**config.mk**
```make
export PLATFORM = sky130hd
export DESIGN_NAME = am386_bus_responder
export DESIGN_NICKNAME = d
export VERILOG_FILES = /design/src/rtl/am386_bus_responder_pkg.sv /design/src/rtl/am386_bus_responder_phase_gen.sv /design/src/rtl/am386_bus_responder.sv
export SDC_FILE = /design/constraint.sdc
export NUM_CORES = 1
export LEC_CHECK = 0
export BUFFER_PORTS_ARGS = -buffer_cell sky130_fd_sc_hd__buf_2
export CAP_MARGIN = 20
export CORE_AREA = 10 10 115 117
export CTS_CLUSTER_SIZE = 30
export DETAILED_ROUTE_END_ITERATION = 12
export DIE_AREA = 0 0 125 127
export PLACE_DENSITY = 0.57
export SLEW_MARGIN = 20
export SYNTH_ARGS = -nofsm -noshare
export SYNTH_HDL_FRONTEND = slang
export SYNTH_SLANG_ARGS = --single-unit
```
**constraint.sdc**
```tcl
create_clock -name clk -period 1.8 [get_ports clk]
set_input_delay 0.18 -clock clk [delete_from_list [all_inputs] [get_ports clk]]
set_output_delay 0.18 -clock clk [all_outputs]
set_load 0.05 [all_outputs]
```
**src/rtl/am386_bus_responder_pkg.sv**
```systemverilog
// Shared bus-cycle definitions for the Am386SX local-bus slave engine.
// Cycle-type vectors are raw pin levels {M/IO#, D/C#, W/R#}.
package am386_bus_responder_pkg;

  typedef enum logic [2:0] {
    ST_IDLE = 3'd0,
    ST_T2   = 3'd1,
    ST_REQ  = 3'd2,
    ST_WAIT = 3'd3,
    ST_TERM = 3'd4
  } bus_state_e;

  // Halt and shutdown share this encoding; only the address tells them apart.
  localparam logic [2:0] CYC_HALT_SHUTDOWN = 3'b101;

  function automatic logic is_special_cycle(input logic [2:0] cyc);
    return cyc == CYC_HALT_SHUTDOWN;
  endfunction

endpackage

```
**src/rtl/am386_bus_responder_phase_gen.sv**
```systemverilog
// Processor-clock phase tracker for the CLK2 domain. Reset aligns phase to 0,
// so the second clk edge after release is the first bus edge.
module am386_phase_gen (
  input  logic clk,
  input  logic reset,
  output logic bus_edge
);

  logic phase_reg;

  always_ff @(posedge clk) begin
    if (reset) phase_reg <= 1'b0;
    else       phase_reg <= ~phase_reg;
  end

  assign bus_edge = phase_reg;

endmodule

```
**src/rtl/am386_bus_responder.sv**
```systemverilog
// Am386SX slave bus-cycle engine: decodes ADS#, issues one backend request per
// cycle, and always terminates with READY# (ack, timeout, or special cycle).
module am386_bus_responder
  import am386_bus_responder_pkg::*;
#(
  parameter int          WAIT_STATES = 2,
  parameter int          TIMEOUT     = 64,
  parameter logic [15:0] ERR_DATA    = 16'hFFFF
) (
  input  logic        clk,
  input  logic        reset,
  input  logic        ads_n,
  input  logic        w_r_n,
  input  logic        d_c_n,
  input  logic        m_io_n,
  input  logic [1:0]  be_n,
  input  logic [22:0] addr,
  input  logic [15:0] data_in,
  output logic [15:0] data_out,
  output logic        data_oe,
  output logic        ready_n,
  output logic        na_n,
  output logic        req_valid,
  output logic        req_write,
  output logic        req_mio,
  output logic [22:0] req_addr,
  output logic [1:0]  req_be,
  output logic [15:0] req_wdata,
  input  logic        req_ack,
  input  logic [15:0] rsp_rdata,
  output logic        special_cyc,
  output logic        bus_error,
  output logic        busy
);

  localparam logic [7:0] TIMEOUT_LOAD = 8'(TIMEOUT);
  localparam logic [3:0] WAIT_LOAD    = 4'(WAIT_STATES);

  logic       bus_edge;
  bus_state_e state_reg, state_next;

  logic [15:0] data_out_reg, data_out_next;
  logic        data_oe_reg, data_oe_next;
  logic        ready_n_reg, ready_n_next;
  logic        req_valid_reg, req_valid_next;
  logic [22:0] req_addr_reg, req_addr_next;
  logic [1:0]  req_be_reg, req_be_next;
  logic [15:0] req_wdata_reg, req_wdata_next;
  logic [2:0]  cyc_reg, cyc_next;
  logic [7:0]  tmo_reg, tmo_next;
  logic [3:0]  wcnt_reg, wcnt_next;
  logic        timed_out_reg, timed_out_next;
  logic        special_cyc_reg, special_cyc_next;
  logic        bus_error_reg, bus_error_next;

  logic [2:0] cyc_in;
  logic       term_release, accept, timeout_hit;

  am386_phase_gen u_phase_gen (
    .clk      (clk),
    .reset    (reset),
    .bus_edge (bus_edge)
  );

  assign cyc_in       = {m_io_n, d_c_n, w_r_n};
  // The READY#-release edge doubles as an IDLE edge so back-to-back cycles lose no clock.
  assign term_release = (state_reg == ST_TERM) && bus_edge && !ready_n_reg;
  assign accept       = bus_edge && !ads_n && ((state_reg == ST_IDLE) || term_release);
  assign timeout_hit  = bus_edge && (tmo_reg <= 8'd1);

  always_ff @(posedge clk) begin
    if (reset) state_reg <= ST_IDLE;
    else       state_reg <= state_next;
  end

  always_comb begin
    state_next = state_reg;
    case (state_reg)
      ST_IDLE: state_next = ST_IDLE;
      ST_T2:   if (bus_edge) state_next = ST_REQ;
      // Ack is checked first so it wins over a coincident timeout.
      ST_REQ:  if (req_ack) state_next = ST_WAIT;
               else if (timeout_hit) state_next = ST_TERM;
      ST_WAIT: if (bus_edge && (wcnt_reg == 4'd0)) state_next = ST_TERM;
      ST_TERM: if (term_release) state_next = ST_IDLE;
      default: state_next = ST_IDLE;
    endcase
    if (accept) state_next = is_special_cycle(cyc_in) ? ST_TERM : ST_T2;
  end

  always_comb begin
    data_out_next    = data_out_reg;
    data_oe_next     = data_oe_reg;
    ready_n_next     = ready_n_reg;
    req_valid_next   = req_valid_reg;
    req_addr_next    = req_addr_reg;
    req_be_next      = req_be_reg;
    req_wdata_next   = req_wdata_reg;
    cyc_next         = cyc_reg;
    tmo_next         = tmo_reg;
    wcnt_next        = wcnt_reg;
    timed_out_next   = timed_out_reg;
    special_cyc_next = 1'b0;
    bus_error_next   = 1'b0;
    case (state_reg)
      ST_T2: if (bus_edge) begin
        if (cyc_reg[0]) req_wdata_next = data_in;
        req_valid_next = 1'b1;
        tmo_next       = TIMEOUT_LOAD;
      end
      ST_REQ: if (req_ack) begin
        req_valid_next = 1'b0;
        wcnt_next      = WAIT_LOAD;
        if (!cyc_reg[0]) begin
          data_out_next = rsp_rdata;
          data_oe_next  = 1'b1;
        end
      end else if (timeout_hit) begin
        req_valid_next = 1'b0;
        timed_out_next = 1'b1;
        if (!cyc_reg[0]) begin
          data_out_next = ERR_DATA;
          data_oe_next  = 1'b1;
        end
      end else if (bus_edge) begin
        tmo_next = tmo_reg - 8'd1;
      end
      ST_WAIT: if (bus_edge && (wcnt_reg != 4'd0)) wcnt_next = wcnt_reg - 4'd1;
      ST_TERM: if (bus_edge) begin
        if (ready_n_reg) begin
          ready_n_next = 1'b0;
        end else begin
          ready_n_next     = 1'b1;
          data_oe_next     = 1'b0;
          special_cyc_next = is_special_cycle(cyc_reg);
          bus_error_next   = timed_out_reg;
          timed_out_next   = 1'b0;
        end
      end
      default: ;
    endcase
    if (accept) begin
      req_addr_next = addr;
      req_be_next   = ~be_n;
      cyc_next      = cyc_in;
    end
  end

  always_ff @(posedge clk) begin
    if (reset) begin
      data_out_reg    <= '0;
      data_oe_reg     <= 1'b0;
      ready_n_reg     <= 1'b1;
      req_valid_reg   <= 1'b0;
      req_addr_reg    <= '0;
      req_be_reg      <= '0;
      req_wdata_reg   <= '0;
      cyc_reg         <= '0;
      tmo_reg         <= '0;
      wcnt_reg        <= '0;
      timed_out_reg   <= 1'b0;
      special_cyc_reg <= 1'b0;
      bus_error_reg   <= 1'b0;
    end else begin
      data_out_reg    <= data_out_next;
      data_oe_reg     <= data_oe_next;
      ready_n_reg     <= ready_n_next;
      req_valid_reg   <= req_valid_next;
      req_addr_reg    <= req_addr_next;
      req_be_reg      <= req_be_next;
      req_wdata_reg   <= req_wdata_next;
      cyc_reg         <= cyc_next;
      tmo_reg         <= tmo_next;
      wcnt_reg        <= wcnt_next;
      timed_out_reg   <= timed_out_next;
      special_cyc_reg <= special_cyc_next;
      bus_error_reg   <= bus_error_next;
    end
  end

  assign data_out    = data_out_reg;
  assign data_oe     = data_oe_reg;
  assign ready_n     = ready_n_reg;
  assign na_n        = 1'b1;
  assign req_valid   = req_valid_reg;
  assign req_write   = cyc_reg[0];
  assign req_mio     = cyc_reg[2];
  assign req_addr    = req_addr_reg;
  assign req_be      = req_be_reg;
  assign req_wdata   = req_wdata_reg;
  assign special_cyc = special_cyc_reg;
  assign bus_error   = bus_error_reg;
  assign busy        = (state_reg != ST_IDLE);

endmodule
```
# ---- After elaboration in Yosys (flattened, before gate mapping)
# Index checks and enable logic that the tools add are counted.
# Widths: inputs -> output; s select.
dict set report classes {
  n_mux 34
  multipliers 0
  n_addsub 2
  n_shift 0
  n_lt_le_gt_ge 1
  eq_ne 20
  n_div 0
  n_reduce_logical 28
  bitwise_logic 4
}
# cell n
set ops {}
lappend ops {{$mux 16} 4}
lappend ops {{$mux 8} 4}
lappend ops {{$mux 3} 7}
lappend ops {{$pmux 8 s2} 1}
lappend ops {{$ne 2x2->1 const B} 6}
lappend ops {{$pmux 3 s4} 1}
lappend ops {{$reduce_and 3->1} 4}
lappend ops {{$mux 1} 11}
lappend ops {{$reduce_and 5->1} 2}
lappend ops {{$eq 3x3->1 const B} 3}
lappend ops {{$ne 3x3->1 const B} 3}
lappend ops {{$le 8x1->1 const B} 1}
lappend ops {{$mux 4} 2}
lappend ops {{$pmux 4 s2} 1}
lappend ops {{$reduce_and 4->1} 2}
lappend ops {{$reduce_bool 2->1} 4}
lappend ops {{$sub 8x1->8 const B} 1}
lappend ops {{$logic_and 1x1->1} 7}
lappend ops {{$eq 3x2->1 const B} 2}
lappend ops {{$ne 2x1->1 const B} 3}
lappend ops {{$pmux 1 s2} 3}
lappend ops {{$logic_not 4->1} 1}
lappend ops {{$ne 4x4->1 const B} 1}
lappend ops {{$reduce_bool 4->1} 1}
lappend ops {{other kinds (11)} 14}
dict set report totals {
  rom_bits 0
  ramBits 0
  ff_bits 82
  latch_bits 0
  in_bits 64
  memories 0
}

# ---- Longest topological paths before layout
dict set report logic_depth {
  depth_word 7
  depth_mapped 8
}

# ---- Hierarchy
# Synthesis repeated with hierarchy kept, for this count alone.
dict set report hier_totals {
  hier_cells 381
  area_unflattened_um2 3379.5
}
# module instances area_each_um2 seq_area_each_um2 cells_each
set modules_own_cells {}
lappend modules_own_cells {am386_bus_responder 1 3355.7 1621.6 379}
lappend modules_own_cells {am386_phase_gen 1 23.8 20.0 2}

# ---- Worst setup path after synthesis
# Ideal clock, no wire load.
dict set report synth_timing {
  kind {register to register}
  startpoint {reg tmo_reg[0]}
  endpoint {reg data_out_reg[0], in the netlist data_out[0]}
  setup_time_ns 0.119
  slack_ns -0.142
  t_arrival_ns 1.823
  required_time_ns 1.681
  path_buffers 1
  path_stages_with_launch 8
  cell_sequence {dfxtp_1 -> inv_1 -> ha_1 -> or2_2 -> a41oi_1 -> nor3_4 -> buf_4 -> o221a_1}
}
dict set report synth_between {
  elab_chain_len 4
}
# item line
set synth_rtl {}
lappend synth_rtl {{from (decl)} am386_bus_responder.sv:50} ;# logic [7:0] tmo_reg, tmo_next;
lappend synth_rtl {{from (signal assigned)} am386_bus_responder.sv:173} ;# tmo_reg <= tmo_next;
lappend synth_rtl {{$le 8x1->1} am386_bus_responder.sv:69} ;# assign timeout_hit = bus_edge && (tmo_reg <= 8'd1);
lappend synth_rtl {{$logic_and 1x1->1} am386_bus_responder.sv:69}
lappend synth_rtl {{$reduce_bool 2->1 (no line)} -}
lappend synth_rtl {{$reduce_and 3->1 (no line)} -}
lappend synth_rtl {{to (signal assigned)} am386_bus_responder.sv:165} ;# data_out_reg <= data_out_next;
lappend synth_rtl {{to (decl)} am386_bus_responder.sv:42} ;# logic [15:0] data_out_reg, data_out_next;
# Every way passes these cells.
# A chain may end at the register's enable or synchronous reset.

# ---- Final worst setup path
dict set report layout_timing {
  startpoint {reg tmo_reg[0]}
  endpoint {reg data_out_reg[5], in the netlist data_out[5]}
}
# The elaborated chain is that of the path after synthesis.

==> impl_metrics.yaml <==
run_status:
  status: "finished, final reports clean"
global_route:
  grt_pass1_wl_um: 15500
  grt_pass1_vias: 3118
  grt_usage: 0.118
  antenna_found_initial: 0
  grt_overflow: 0
  grt_max_degree: 32
layout:
  drive_gt1_frac: 0.366
  final_common_cell: "buf_2"
  antenna_cells: 0
  area_growth_pct: 38.8
  layout.nets: 568
  layout_common_cells: "128 x buf_2, 95 x nand2_1, 81 x dfxtp_1, 47 x a21oi_1, 20 x nor2_1"
  largest_reg_flops: 23
synthesis:
  syn_inst: 364
  synth_edf_count: 0
  synthFlopType: "dfxtp_1"
  synth_cell_types: 47
  synth_area_per_cell_um2: 8.80
  syn_nets: 431
  synthArstFlopShare: 0
  yosysSeqAreaShare: 0.513
  yosysWarnings: 0
  ys_seq_elements: 82
  syn_area_um2: 3200
die:
  core_area_um2: 11100
  die_area_um2: 15900
  fp-row-count: 39
  pin_count: 130
  start_util: 0.288
  dieHeight_um: 127
  die-width_um: 125
job:
  max_cap_viol_count: 0
clocking:
  clockBufferDepth: 2
  cts_root_buf: "clkbuf_16"
  htreeDepth: 3
  clock_latency_ps: 340
  cts_tree: "done"
  clock-sinks: 82
  cts_made_buffers: 9
  clk_pin_slew_ps: 60
routing:
  drt_iter0_markers: 106
  drcViolationCount: 0
  routed_wl_um: 9500
  num_vias: 3062
  wl_per_cell_um: 14.6
  antenna_left: 0
  vias_per_cell: 4.72
  dr.pass1.iters: 4
timing:
  hold_viol: 0
  post-route-period-util: 0.950
  finalSetupViolCount: 0
  min_period_ps: 1710
  maxSlewViolCount: 0
  fin_setup_tns_ps: 0
  rsz0062_at_grt: "false"
  clock.fmax_ghz: 0.584
  fin_worst_skew_ps: 6.80
power:
  total_power_w: 0.00430
  p_sw_w: 0.00115
  cellLeakagePower_nw: 1.93
  comb_power_share: 0.131
  powerDensity_nw_per_um2: 967
  clkPwrFrac: 0.423
  intPower_w: 0.00315
  swShare: 0.268
  seqPwrFrac: 0.446
  vdd.ir_drop.worst_v: 0.000491
hold_path:
  hold_depth: 2
  hold_path_class: "input port to flip-flop"
critical_path:
  cp-start-kind: "flip-flop"
  critical_path_class: "flip-flop to flip-flop"
  cp.arrival_ps: 1940
  reg2reg_depth: 7
  regToRegSetupSlack_ps: 90
  path_max_fanout: 17
  required_ps: 2030
  end_kind: "flip-flop"
placement:
  dp_hpwl_um: 7130
  finalWeightedCongestion: 0.840
  io_buffers: 128
[what timing repair did]
item	CTS	global route
setup endpoints to repair	16	19
cloned	0	0
pin swaps	2	1
setup buffers	2	0
resized for setup	2	3
hold buffers	1	0
endpoints found under the hold margin	1	0
[power groups by stage]
stage	sequential, W	clock, W	combinational [W]
final	0.00192	0.00182	0.000562
after global routing	0.00192	0.00197	0.000610
after CTS	0.00192	0.00190	0.000569
after detailed placement	0.00196	0	0.000554
after global placement	0.00195	0	0.000549
after floorplan	0.00209	0	0.000222
[final cells by class]
class,count,area (µm²)
sequential,82,1640
timing repair buffer,150,846
fill,1159,6680
inverter,6,22.5
clock inverter,6,65.1
tap,143,179
clock buffer,10,229
multi-input combinational,252,1460
[cells in the mapped netlist, types with 2 or more instances]
cell | n | area, µm²
xor2_1 | 5 | 43.8
o221a_2 | 8 | 90.1
a221oi_1 | 2 | 17.5
ha_1 | 3 | 37.5
clkbuf_1 | 13 | 48.8
a21oi_1 | 47 | 235
nand3b_1 | 2 | 15.0
mux2i_1 | 2 | 20.0
nor3b_1 | 2 | 15.0
nand2b_1 | 5 | 31.3
buf_2 | 8 | 40.0
or3_1 | 2 | 12.5
dfxtp_1 | 82 | 1640
nand3_1 | 5 | 25.0
buf_4 | 3 | 22.5
o21ai_0 | 5 | 25.0
a211oi_1 | 2 | 15.0
and3_1 | 3 | 18.8
xnor2_1 | 3 | 26.3
nor3_1 | 5 | 25.0
nand2_1 | 95 | 357
inv_1 | 6 | 22.5
nand4_1 | 4 | 25.0
o221a_1 | 9 | 101
and2_1 | 2 | 12.5
nor2_1 | 20 | 75.1
[layer usage]
| metal | vias up | track usage | routed length, µm |
|---|---|---|---|
| met5 | - | 0 | 0 |
| met2 | 110 | 0.178 | 4220 |
| met4 | 0 | 0.0535 | 178 |
| met3 | 15 | 0.0620 | 964 |
| met1 | 1416 | 0.137 | 4140 |
| li1 | 1521 | - | - |
[worst max-delay path, stage by stage, from the launching register on]
cell     delay (ps)
dfxtp_1         330
inv_1            70
ha_1            240
or2_4           290
a41oi_4         180
nor3_4           70
buf_12          160
o221a_2         260
[per-stage QoR]
step | cells | hold WS (ps) | utilization | area [µm²] | setup WS [ps]
floorplan | 364 | 276 | - | 3210 | 15.7
detailed placement | 630 | 368 | 0.368 | 4090 | -57.0
finish | 649 | 18.5 | 0.399 | 4440 | 89.1
global placement | 630 | 361 | 0.368 | 4090 | 32.3
global route | 649 | 9.25 | 0.399 | 4440 | 3.43
CTS | 649 | 1.95 | 0.399 | 4440 | 19.3
[worst paths after layout]
| kind | from | to |
|---|---|---|
| hold reg to reg | cyc_reg[1]$_SDFFE_PP0P_ | cyc_reg[1]$_SDFFE_PP0P_ |
| setup / recovery | tmo_reg[0]$_SDFFE_PP0P_ | data_out[5]$_SDFFE_PP0P_ |
| setup reg to reg | tmo_reg[0]$_SDFFE_PP0P_ | data_out[5]$_SDFFE_PP0P_ |
| hold / removal | be_n[1] | req_be[1]$_SDFFE_PP0P_ |
[cells by family (layout without fill, tap and decap cells)]
group           after synthesis  in the layout  share of synthesized area
simple gates                156            156                      0.225
xor+xnor                      8              8                     0.0219
buf+inv                      30            172                     0.0418
fa+ha+maj                     3              3                     0.0117
compound gates               82             82                      0.179
mux                           2              2                    0.00625
other cells                   1              1                    0.00117
flops                        82             82                      0.513
(Power assumes the default switching activity.)
